<file path="config.mk">
export PLATFORM = sky130hd
export DESIGN_NAME = tick_gen
export DESIGN_NICKNAME = d
export VERILOG_FILES = /design/src/rtl/tick_gen.sv
export SDC_FILE = /design/constraint.sdc
export NUM_CORES = 1
export LEC_CHECK = 0
export BUFFER_PORTS_ARGS = -buffer_cell sky130_fd_sc_hd__buf_4
export CORE_MARGIN = 5
export CORE_UTILIZATION = 56
export CTS_CLUSTER_DIAMETER = 60
export DETAILED_ROUTE_END_ITERATION = 16
export PLACE_DENSITY = 0.75
export SLEW_MARGIN = 20
export SYNTH_ARGS = -nofsm -noshare
export SYNTH_HDL_FRONTEND = slang
export SYNTH_HIERARCHICAL = 1
export SYNTH_SLANG_ARGS = --single-unit
</file>
<file path="constraint.sdc">
create_clock -name clk -period 3.91 [get_ports clk]
set_input_delay 0.782 -clock clk [delete_from_list [all_inputs] [get_ports clk]]
set_output_delay 0.782 -clock clk [all_outputs]
set_load 0.01 [all_outputs]
</file>
<file path="src/rtl/tick_gen.sv">
// Multi-channel programmable tick generator: free-running counter plus
// CHANNELS independent periodic/one-shot clock-enable pulse channels.
module tick_gen_chan #(
  parameter int          WIDTH          = 32,
  parameter int unsigned DEFAULT_PERIOD = 50_000_000
) (
  input  logic             clk,
  input  logic             rst,
  input  logic             run,
  input  logic             oneshot,
  input  logic             load,
  input  logic [WIDTH-1:0] load_period,
  output logic             tick,
  output logic             armed
);
  localparam logic [WIDTH-1:0] DEF_P = WIDTH'(DEFAULT_PERIOD);

  logic [WIDTH-1:0] period_q, period_d, cnt_q, cnt_d;
  logic             tick_q, tick_d, armed_q, armed_d;
  logic             active, terminal;

  // A zero period never matches terminal because active is gated on it.
  assign active   = run & armed_q & (period_q != '0);
  assign terminal = (cnt_q == period_q - WIDTH'(1));

  always_comb begin
    period_d = period_q;
    cnt_d    = cnt_q;
    armed_d  = armed_q;
    tick_d   = 1'b0;
    if (load) begin
      // Load wins over a coincident terminal count; that tick is dropped.
      period_d = load_period;
      cnt_d    = '0;
      armed_d  = 1'b1;
    end else if (active) begin
      if (terminal) begin
        cnt_d  = '0;
        tick_d = 1'b1;
        if (oneshot) armed_d = 1'b0;
      end else begin
        cnt_d = cnt_q + WIDTH'(1);
      end
    end
  end

  always_ff @(posedge clk) begin
    if (rst) begin
      period_q <= DEF_P;
      cnt_q    <= '0;
      armed_q  <= 1'b1;
      tick_q   <= 1'b0;
    end else begin
      period_q <= period_d;
      cnt_q    <= cnt_d;
      armed_q  <= armed_d;
      tick_q   <= tick_d;
    end
  end

  assign tick  = tick_q;
  assign armed = armed_q;
endmodule

module tick_gen #(
  parameter int          WIDTH          = 32,
  parameter int          CHANNELS       = 4,
  parameter int unsigned DEFAULT_PERIOD = 50_000_000
) (
  input  logic                clk,
  input  logic                rst,
  input  logic                en,
  input  logic [CHANNELS-1:0] ch_en,
  input  logic [CHANNELS-1:0] oneshot,
  input  logic                load,
  input  logic [3:0]          load_ch,
  input  logic [WIDTH-1:0]    load_period,
  output logic [CHANNELS-1:0] tick,
  output logic [CHANNELS-1:0] armed,
  output logic [WIDTH-1:0]    free_cnt
);
  logic [WIDTH-1:0]    free_cnt_q, free_cnt_d;
  logic [CHANNELS-1:0] load_hit;

  assign free_cnt_d = free_cnt_q + WIDTH'(1);

  always_ff @(posedge clk) begin
    if (rst) free_cnt_q <= '0;
    else     free_cnt_q <= free_cnt_d;
  end

  assign free_cnt = free_cnt_q;

  // Out-of-range load_ch matches no channel, so such a load is a no-op.
  genvar i;
  generate
    for (i = 0; i < CHANNELS; i++) begin : g_ch
      assign load_hit[i] = load & (load_ch == 4'(i));

      tick_gen_chan #(
        .WIDTH          (WIDTH),
        .DEFAULT_PERIOD (DEFAULT_PERIOD)
      ) u_chan (
        .clk         (clk),
        .rst         (rst),
        .run         (en & ch_en[i]),
        .oneshot     (oneshot[i]),
        .load        (load_hit[i]),
        .load_period (load_period),
        .tick        (tick[i]),
        .armed       (armed[i])
      );
    end
  endgenerate
endmodule
</file>
[Word-level counts from Yosys, hierarchy flattened]
Cells that the tools add are included.
Storage, ports and cells
  register bits: 296
  input port bits: 48
  output and inout port bits: 40
  logic and storage cells: 78
Cells by class
  $add $sub $neg: 9
  equal/unequal tests: 7
  mux-type cells: 8
  bitwise operators: 20
  reduce and logical (&&, ||, !) cells: 17
Operator list (number)
  $add 32x1->32 const B: 5
  $eq 32x32->1: 4
  $mux 32: 4
  $reduce_bool 32->1: 4
  $sub 32x1->32 const B: 4
  $and 1x1->1: 16
  $reduce_and 3->1: 4
  $reduce_or 3->1: 4
  $eq 4x2->1 const B: 2
  $reduce_or 2->1: 4
  $eq 4x1->1 const B: 1
  $logic_not 4->1: 1
  $mux 1: 4
  $not 1->1: 4

[Logic depth before layout (Yosys ltp)]
Gate-level depths: netlist (run 1).
  depth after elaboration: 5
  gate-level depth with buffers: 11
  gate-level depth less buffers: 9

[Hierarchy]
Netlist (run 1), hierarchy kept.
By module, submodules not included
  tick_gen_chan: times used 4, cells an instance 457, area an instance 4083.9 um^2, sequential area each 1321.3 um^2
  tick_gen: times used 1, cells an instance 183, area an instance 1532.7 um^2, sequential area each 640.6 um^2

[Worst setup path before layout (run 1)]
Ideal clock, no wire load.
  kind: register to register
  start: reg g_ch[0].u_chan.period_q[0]
  end: reg g_ch[0].u_chan.cnt_q[21]
  library setup time: 141 ps
  data arrival time: 2970 ps
  data required time: 3769 ps
  path slack: 799 ps
  cell stages (with the launch flop): 12
  path buffers: 2
  period minus slack after synthesis: 3111 ps
  cells stage by stage: dfxtp_1 inv_1 ha_1 or4b_1 or4_1 buf_2 nor3_1 o32ai_1 or4_4 nor4_4 buf_6 nor3_2
Between the ends
  cells in the longest elaborated chain, start to end: 3
  elaborated cells between the ends (all ways): 5
  those cells by class: add/sub (1); eq/ne (1); mux (1); bitwise (1); reduce/logical (1)
Ends and longest elaborated chain
  start: declaration: line 18  | logic [WIDTH-1:0] period_q, period_d, cnt_q, cnt_d;
  start signal: assignment: line 54  | period_q <= period_d;
  $sub 32x1->32: line 24  | assign terminal = (cnt_q == period_q - WIDTH'(1));
  $eq 32x32->1: line 24
  $mux 32: line 37  | if (terminal) begin
  end signal: assignment: line 55  | cnt_q <= cnt_d;
  end: declaration: line 18
Several ways; a longest one is shown, not always the timed one.
A chain may end at the register's enable or synchronous reset.

[Final worst setup path (run 1)]
  start: reg g_ch[3].u_chan.period_q[0]
  end: reg g_ch[3].u_chan.cnt_q[16]
Between the ends
  cells in the longest elaborated chain, start to end: 3
  elaborated cells between the ends (all ways): 5
  those cells by class: add/sub (1); eq/ne (1); mux (1); bitwise (1); reduce/logical (1)
Ends and longest elaborated chain (line)
  start: declaration: 18
  start signal: assignment: 54
  $sub 32x1->32: 24
  $eq 32x32->1: 24
  $mux 32: 37
  end signal: assignment: 55
  end: declaration: 18
Several ways; a longest one is shown, not always the timed one.

==> impl_metrics.ini, run 1 <==
[synthesis]
netlist_instances = 2011
synth_top_area_cell = dfxtp_1
yosysUniqueCellTypes = 66
yosys_register_bits = 296
syn_avg_cell_area_um2 = 8.89
synthesis.nets = 2068
synth_area_um2 = 17900
ys_top_cells_by_area = dfxtp_1, xor2_1, nor3_2
synth-main-ff-cell = dfxtp_1
async_flop_share_pct = 0
yosysTopAreaCellShare_pct = 33.2
synth-edff-count = 0
synth_commonest_cells = dfxtp_1, xor2_1, nor2_1, nor3_2, xnor2_1
ys_seq_area_share_pct = 33.2
yosys_warnings = 6
synth_most_common_cell = dfxtp_1

[clock_network]
cts_tree = yes
clockBufferDepth = 3
clkTransAtPathRegs_ns = 0.06
htree_levels = 2
clk_latency_ns = 0.51
post_cts_buffers = 0
cts_resized = 0
hold_buffers = 0
clockRootBuffer = clkbuf_16
clock_sinks = 296
cts_buffers = 34

[place]
gp_congestion = 0.908
place_ws_ns = 0.462
io_buffers = 87
placed_cells = 2405
hpwl_mm = 34.5
dpl-instance-area_um2 = 18700

[layout]
synthToLayoutAreaGrowth_pct = 10.6
drive_gt1_share_pct = 16.4
final_cell_count_no_fill = 2465
n_fill_cell = 2737
finish.net_count = 2096
final_area_um2 = 19800

[timing]
fin_skew_ns = 0.0133
setup_ws_ns = 0.409
tightest_slew_ns = 1.05
final_hold_viol_count = 0
slew_viol_final = 0
setup_viol = 0
period_minus_slack_ns = 3.50
max_freq_ghz = 0.286
tns_ns = 0
whs_ns = 0.487
rsz0062_at_grt = false
maxSlewHeadroom_pct = 28.8
timing.final.crit_share_pct = 89.6

[routing]
post_drt_wl_per_cell_um = 19.3
routed_via_density = 6.23
vias = 15348
antenna_left = 0
drt-total-wl_mm = 47.7
dr.pass1.iters = 6
drc = 0
drtIter0Drc = 1261

[power_and_ir_drop]
power_switching_mw = 1.53
p_leak_nw = 6.88
powerDensity_nw_per_um2 = 330
peakVddDrop_mv = 0.216
swShare_pct = 23.4
power_frac_comb_pct = 5.7
p_seq_share_pct = 47.4
internal-power_mw = 4.99
clkPwrFrac_pct = 46.9

[outcome]
outcome = complete, no violations

[floorplanning]
rows = 65
initial_core_util_pct = 56.6
boundaryPins = 88
dieArea_um2 = 35600
chipWidth_um = 189
core_area_um2 = 31600
die_h_um = 189

[run]
max-cap-violations = 0

[setup_path]
worst-r2r-cell-count = 10
r2r_setup_slack_ns = 0.41
startpoint = g_ch[3].u_chan/period_q[0]$_SDFFE_PP0P_
critPathKind = reg2reg
path_max_fanout = 32
r2r-start = g_ch[3].u_chan/period_q[0]$_SDFFE_PP0P_
cp_data_required_time_ns = 4.24
crit_arrival_ns = 3.84
end_kind = flop
reg2reg_to = g_ch[3].u_chan/cnt_q[16]$_SDFFE_PP0P_
cp-start-kind = flop

[global_routing]
grt_antenna_before_repair = 0
grt_util_all_layers_pct = 25.9
grt_pass1_vias = 14211
grt_max_degree = 62
grt_pass1_wl_mm = 76.4
grt-ovfl-total = 0

[worst_hold_path]
hold_path_end = free_cnt[28]$_SDFF_PP0_
whs_path_depth = 2
hold_path_class = reg2reg
min_from = free_cnt[28]$_SDFF_PP0_
==> placed cells by master (no fill, tap or decap), types with 13 or more instances in the layout <==
cell type and count:
a211o_1 48, nand3_1 72, a311o_1 16, nand4_1 63, and3_1 37, or3_1 34, buf_4 103, mux2i_1 96
nor3_2 121, xnor2_1 119, or2_2 21, dfxtp_1 296, nor2b_1 53, o21ai_0 31, or4_1 22, nand2_1 93
clkbuf_16 37, xor2_1 165, a21oi_1 41, nor3_1 51, nor4_1 57, nor2_1 160, and2_1 38, and4_1 13
inv_1 27
==> flip-flops by register name (all words and copies together) (netlist names) <==
register and count:
g_ch.u_chan/armed 4, g_ch.u_chan/cnt_q 128, free_cnt 32, g_ch.u_chan/period_q 128, g_ch.u_chan/tick 4
==> power by group through the flow <==
stage	sequential, mW	clock (mW)	combinational [mW]
global route	3.10	3.24	0.400
global placement	3.16	0	0.360
CTS	3.09	3.11	0.369
floorplan	3.14	0	0.235
detailed placement	3.16	0	0.367
finish	3.09	3.06	0.371
==> cell families (layout without fill, tap and decap cells) <==
family	Yosys count	in the layout	synth area share, %
simple gates	920	920	32.0
flops	296	296	33.2
xor+xnor	284	284	13.9
compound gates	264	264	11.2
buf+inv	142	193	3.65
mux	96	96	5.38
fa+ha+maj	9	9	0.630
other cells	0	1	0
==> stage by stage <==
stage	power (mW)	utilization, %
2_1_floorplan	3.38	-
3_3_place_gp	3.52	59.2
3_5_place_dp	3.52	59.2
4_1_cts	6.57	62.6
5_1_grt	6.74	62.6
6_report	6.52	62.6
==> worst max-delay path, stage by stage (launching register included) <==
cell	delay (ns)
dfxtp_1	0.35
inv_1	0.07
ha_1	0.19
nor4b_1	0.86
nand4_1	0.19
o21a_1	0.27
a311o_1	0.29
or4_4	0.50
nor4_4	0.20
buf_12	0.28
a2111oi_0	0.10
==> worst max path at each step <==
stage / to / depth (start not counted)
after global placement: g_ch[0].u_chan/cnt_q[16]$_SDFFE_PP0P_ / 10
final: g_ch[3].u_chan/cnt_q[16]$_SDFFE_PP0P_ / 10
after detailed placement: g_ch[3].u_chan/cnt_q[16]$_SDFFE_PP0P_ / 10
after floorplan: g_ch[0].u_chan/cnt_q[21]$_SDFFE_PP0P_ / 11
after global routing: g_ch[3].u_chan/cnt_q[16]$_SDFFE_PP0P_ / 10
after CTS: g_ch[3].u_chan/cnt_q[16]$_SDFFE_PP0P_ / 10
==> final cells by class <==
class | count | area (µm²) | share of cell area (%)
antenna | 1 | 2.50 | 0.0127
clock buffer | 52 | 1020 | 5.17
clock inverter | 7 | 47.5 | 0.241
inverter | 27 | 101 | 0.513
multi-input combinational | 1573 | 11300 | 57.2
sequential | 296 | 5930 | 30.0
tap | 402 | 503 | 2.54
timing repair buffer | 107 | 853 | 4.32
==> per-layer routing <==
metal | global-route usage [%] | up-vias | share of wire [%]
met5 | 0 | - | 0
met4 | 8.02 | 0 | 3.3
met3 | 2.41 | 86 | 4.6
met2 | 40.0 | 448 | 44
met1 | 38.2 | 7410 | 48
li1 | - | 7404 | -
Note: power is estimated with default switching activity, not from simulation.
==> run 2: changes to the inputs <==
- GPL_TIMING_DRIVEN: default -> 0
- TNS_END_PERCENT: default -> 10
==> impl_metrics.ini, run 2 (synthesis gave the netlist of run 1 again) <==
[outcome]
outcome = complete, no violations

[global_routing]
grt_antenna_before_repair = 0
grt_pass1_vias = 15210
grt-ovfl-total = 0
grt_util_all_layers_pct = 26.9
grt_pass1_wl_mm = 79.7
grt_max_degree = 26

[setup_path]
critPathKind = reg2reg
reg2reg_to = g_ch[2].u_chan/cnt_q[5]$_SDFFE_PP0P_
end_kind = flop
endpoint = g_ch[2].u_chan/cnt_q[5]$_SDFFE_PP0P_
path_max_fanout = 10
worst-r2r-cell-count = 12
cp_data_required_time_ns = 4.28
r2r-start = g_ch[2].u_chan/period_q[0]$_SDFFE_PP0P_
startpoint = g_ch[2].u_chan/period_q[0]$_SDFFE_PP0P_
crit_arrival_ns = 4.04
cp-start-kind = flop
r2r_setup_slack_ns = 0.24

[layout]
drive_gt1_share_pct = 16.6
finish.net_count = 2193
utilization_pct = 64.3
synthToLayoutAreaGrowth_pct = 13.5
final_common_cell = dfxtp_1
n_fill_cell = 2655
diodes = 0
layout_common_cells = dfxtp_1, xor2_1, nor2_1, nor3_2, xnor2_1

[floorplanning]
rows = 65
die_h_um = 189
core_area_um2 = 31600
initial_core_util_pct = 56.6
boundaryPins = 88
dieArea_um2 = 35600
chipWidth_um = 189

[routing]
dr.pass1.iters = 5
vias = 15843
post_drt_wl_per_cell_um = 19.2
antenna_left = 0
drt-total-wl_mm = 49.3
routed_via_density = 6.19
drc = 0
drtIter0Drc = 1137

[timing]
timing.final.crit_share_pct = 93.9
tns_ns = 0
tightest_slew_ns = 1.02
slew_viol_final = 0
setup_viol = 0
max_freq_ghz = 0.272
rsz0062_at_grt = false
maxSlewHeadroom_pct = 31.1
fin_skew_ns = 0.0163
period_minus_slack_ns = 3.67
final_hold_viol_count = 0
whs_ns = 0.501

[worst_hold_path]
hold_path_class = reg2reg

[clock_network]
cts_resized = 0
htree_levels = 2
clk_latency_ns = 0.52
hold_buffers = 0
clock_sinks = 296
cts_buffers = 35
clockBufferDepth = 3
cts_tree = yes
clockRootBuffer = clkbuf_16
clkTransAtPathRegs_ns = 0.06

[place]
gp_congestion = 0.914
io_buffers = 87
hpwl_mm = 36.7

[run]
max-cap-violations = 0

[power_and_ir_drop]
peakVddDrop_mv = 0.276
p_leak_nw = 7.12
powerDensity_nw_per_um2 = 343
-- run 2: critical path, cell delays in order (launching register included) --
cell and delay, ns:
dfxtp_1 0.37, inv_1 0.08, ha_1 0.21, or4b_1 0.57, or4_1 0.44, buf_2 0.18, nor4_1 0.35, o22ai_1 0.14
or4_4 0.46, nor4_4 0.27, buf_4 0.20, buf_6 0.18, nor3_2 0.06
-- run 2: layout make-up --
class,count,area (µm²),share of cell area (%)
multi-input cells,1573,11300,55.7
flip-flops and latches,296,5930,29.2
clock buffers,47,1030,5.10
repair buffers,88,661,3.26
plain buffers,115,551,2.72
well taps,402,503,2.48
clock inverters,13,204,1.01
inverters,27,101,0.500
-- run 2: timing repair --
action | in CTS | in global routing
setup buffers | 0 | 1
hold endpoints to repair | 0 | 0
setup endpoints to repair | 0 | 8
-- run 2: power by group --
group / switching (mW) / total, mW / internal (mW)
logic: 0.244 / 0.389 / 0.146
registers: 0.0438 / 3.09 / 3.05
clock network: 1.29 / 3.47 / 2.18
-- run 2: how the worst min path moves through the flow --
stage	startpoint	to	cells past startpoint
global route	free_cnt[20]$_SDFF_PP0_	free_cnt[20]$_SDFF_PP0_	2
finish	free_cnt[28]$_SDFF_PP0_	free_cnt[28]$_SDFF_PP0_	2
global placement	free_cnt[20]$_SDFF_PP0_	free_cnt[20]$_SDFF_PP0_	2
floorplan	free_cnt[0]$_SDFF_PP0_	free_cnt[0]$_SDFF_PP0_	1
CTS	free_cnt[28]$_SDFF_PP0_	free_cnt[28]$_SDFF_PP0_	2
detailed placement	free_cnt[28]$_SDFF_PP0_	free_cnt[28]$_SDFF_PP0_	2
-- run 2: metal layers --
| metal | GRT usage [%] | wire [µm] |
|---|---|---|
| met1 | 36.5 | 22200 |
| met4 | 11.7 | 2190 |
| met2 | 43.4 | 22400 |
| met3 | 3.20 | 2420 |
| met5 | 0 | 0 |
-- run 2: metrics by stage --
stage	instances	worst slack [ns]	total power, mW	cell area, µm²
after floorplan	2011	0.799	3.38	17900
after global placement	2500	0.314	3.52	19000
after detailed placement	2500	0.256	3.53	19000
after CTS	2560	0.225	6.99	20300
after global routing	2561	0.0163	7.16	20300
final	2561	0.240	6.95	20300
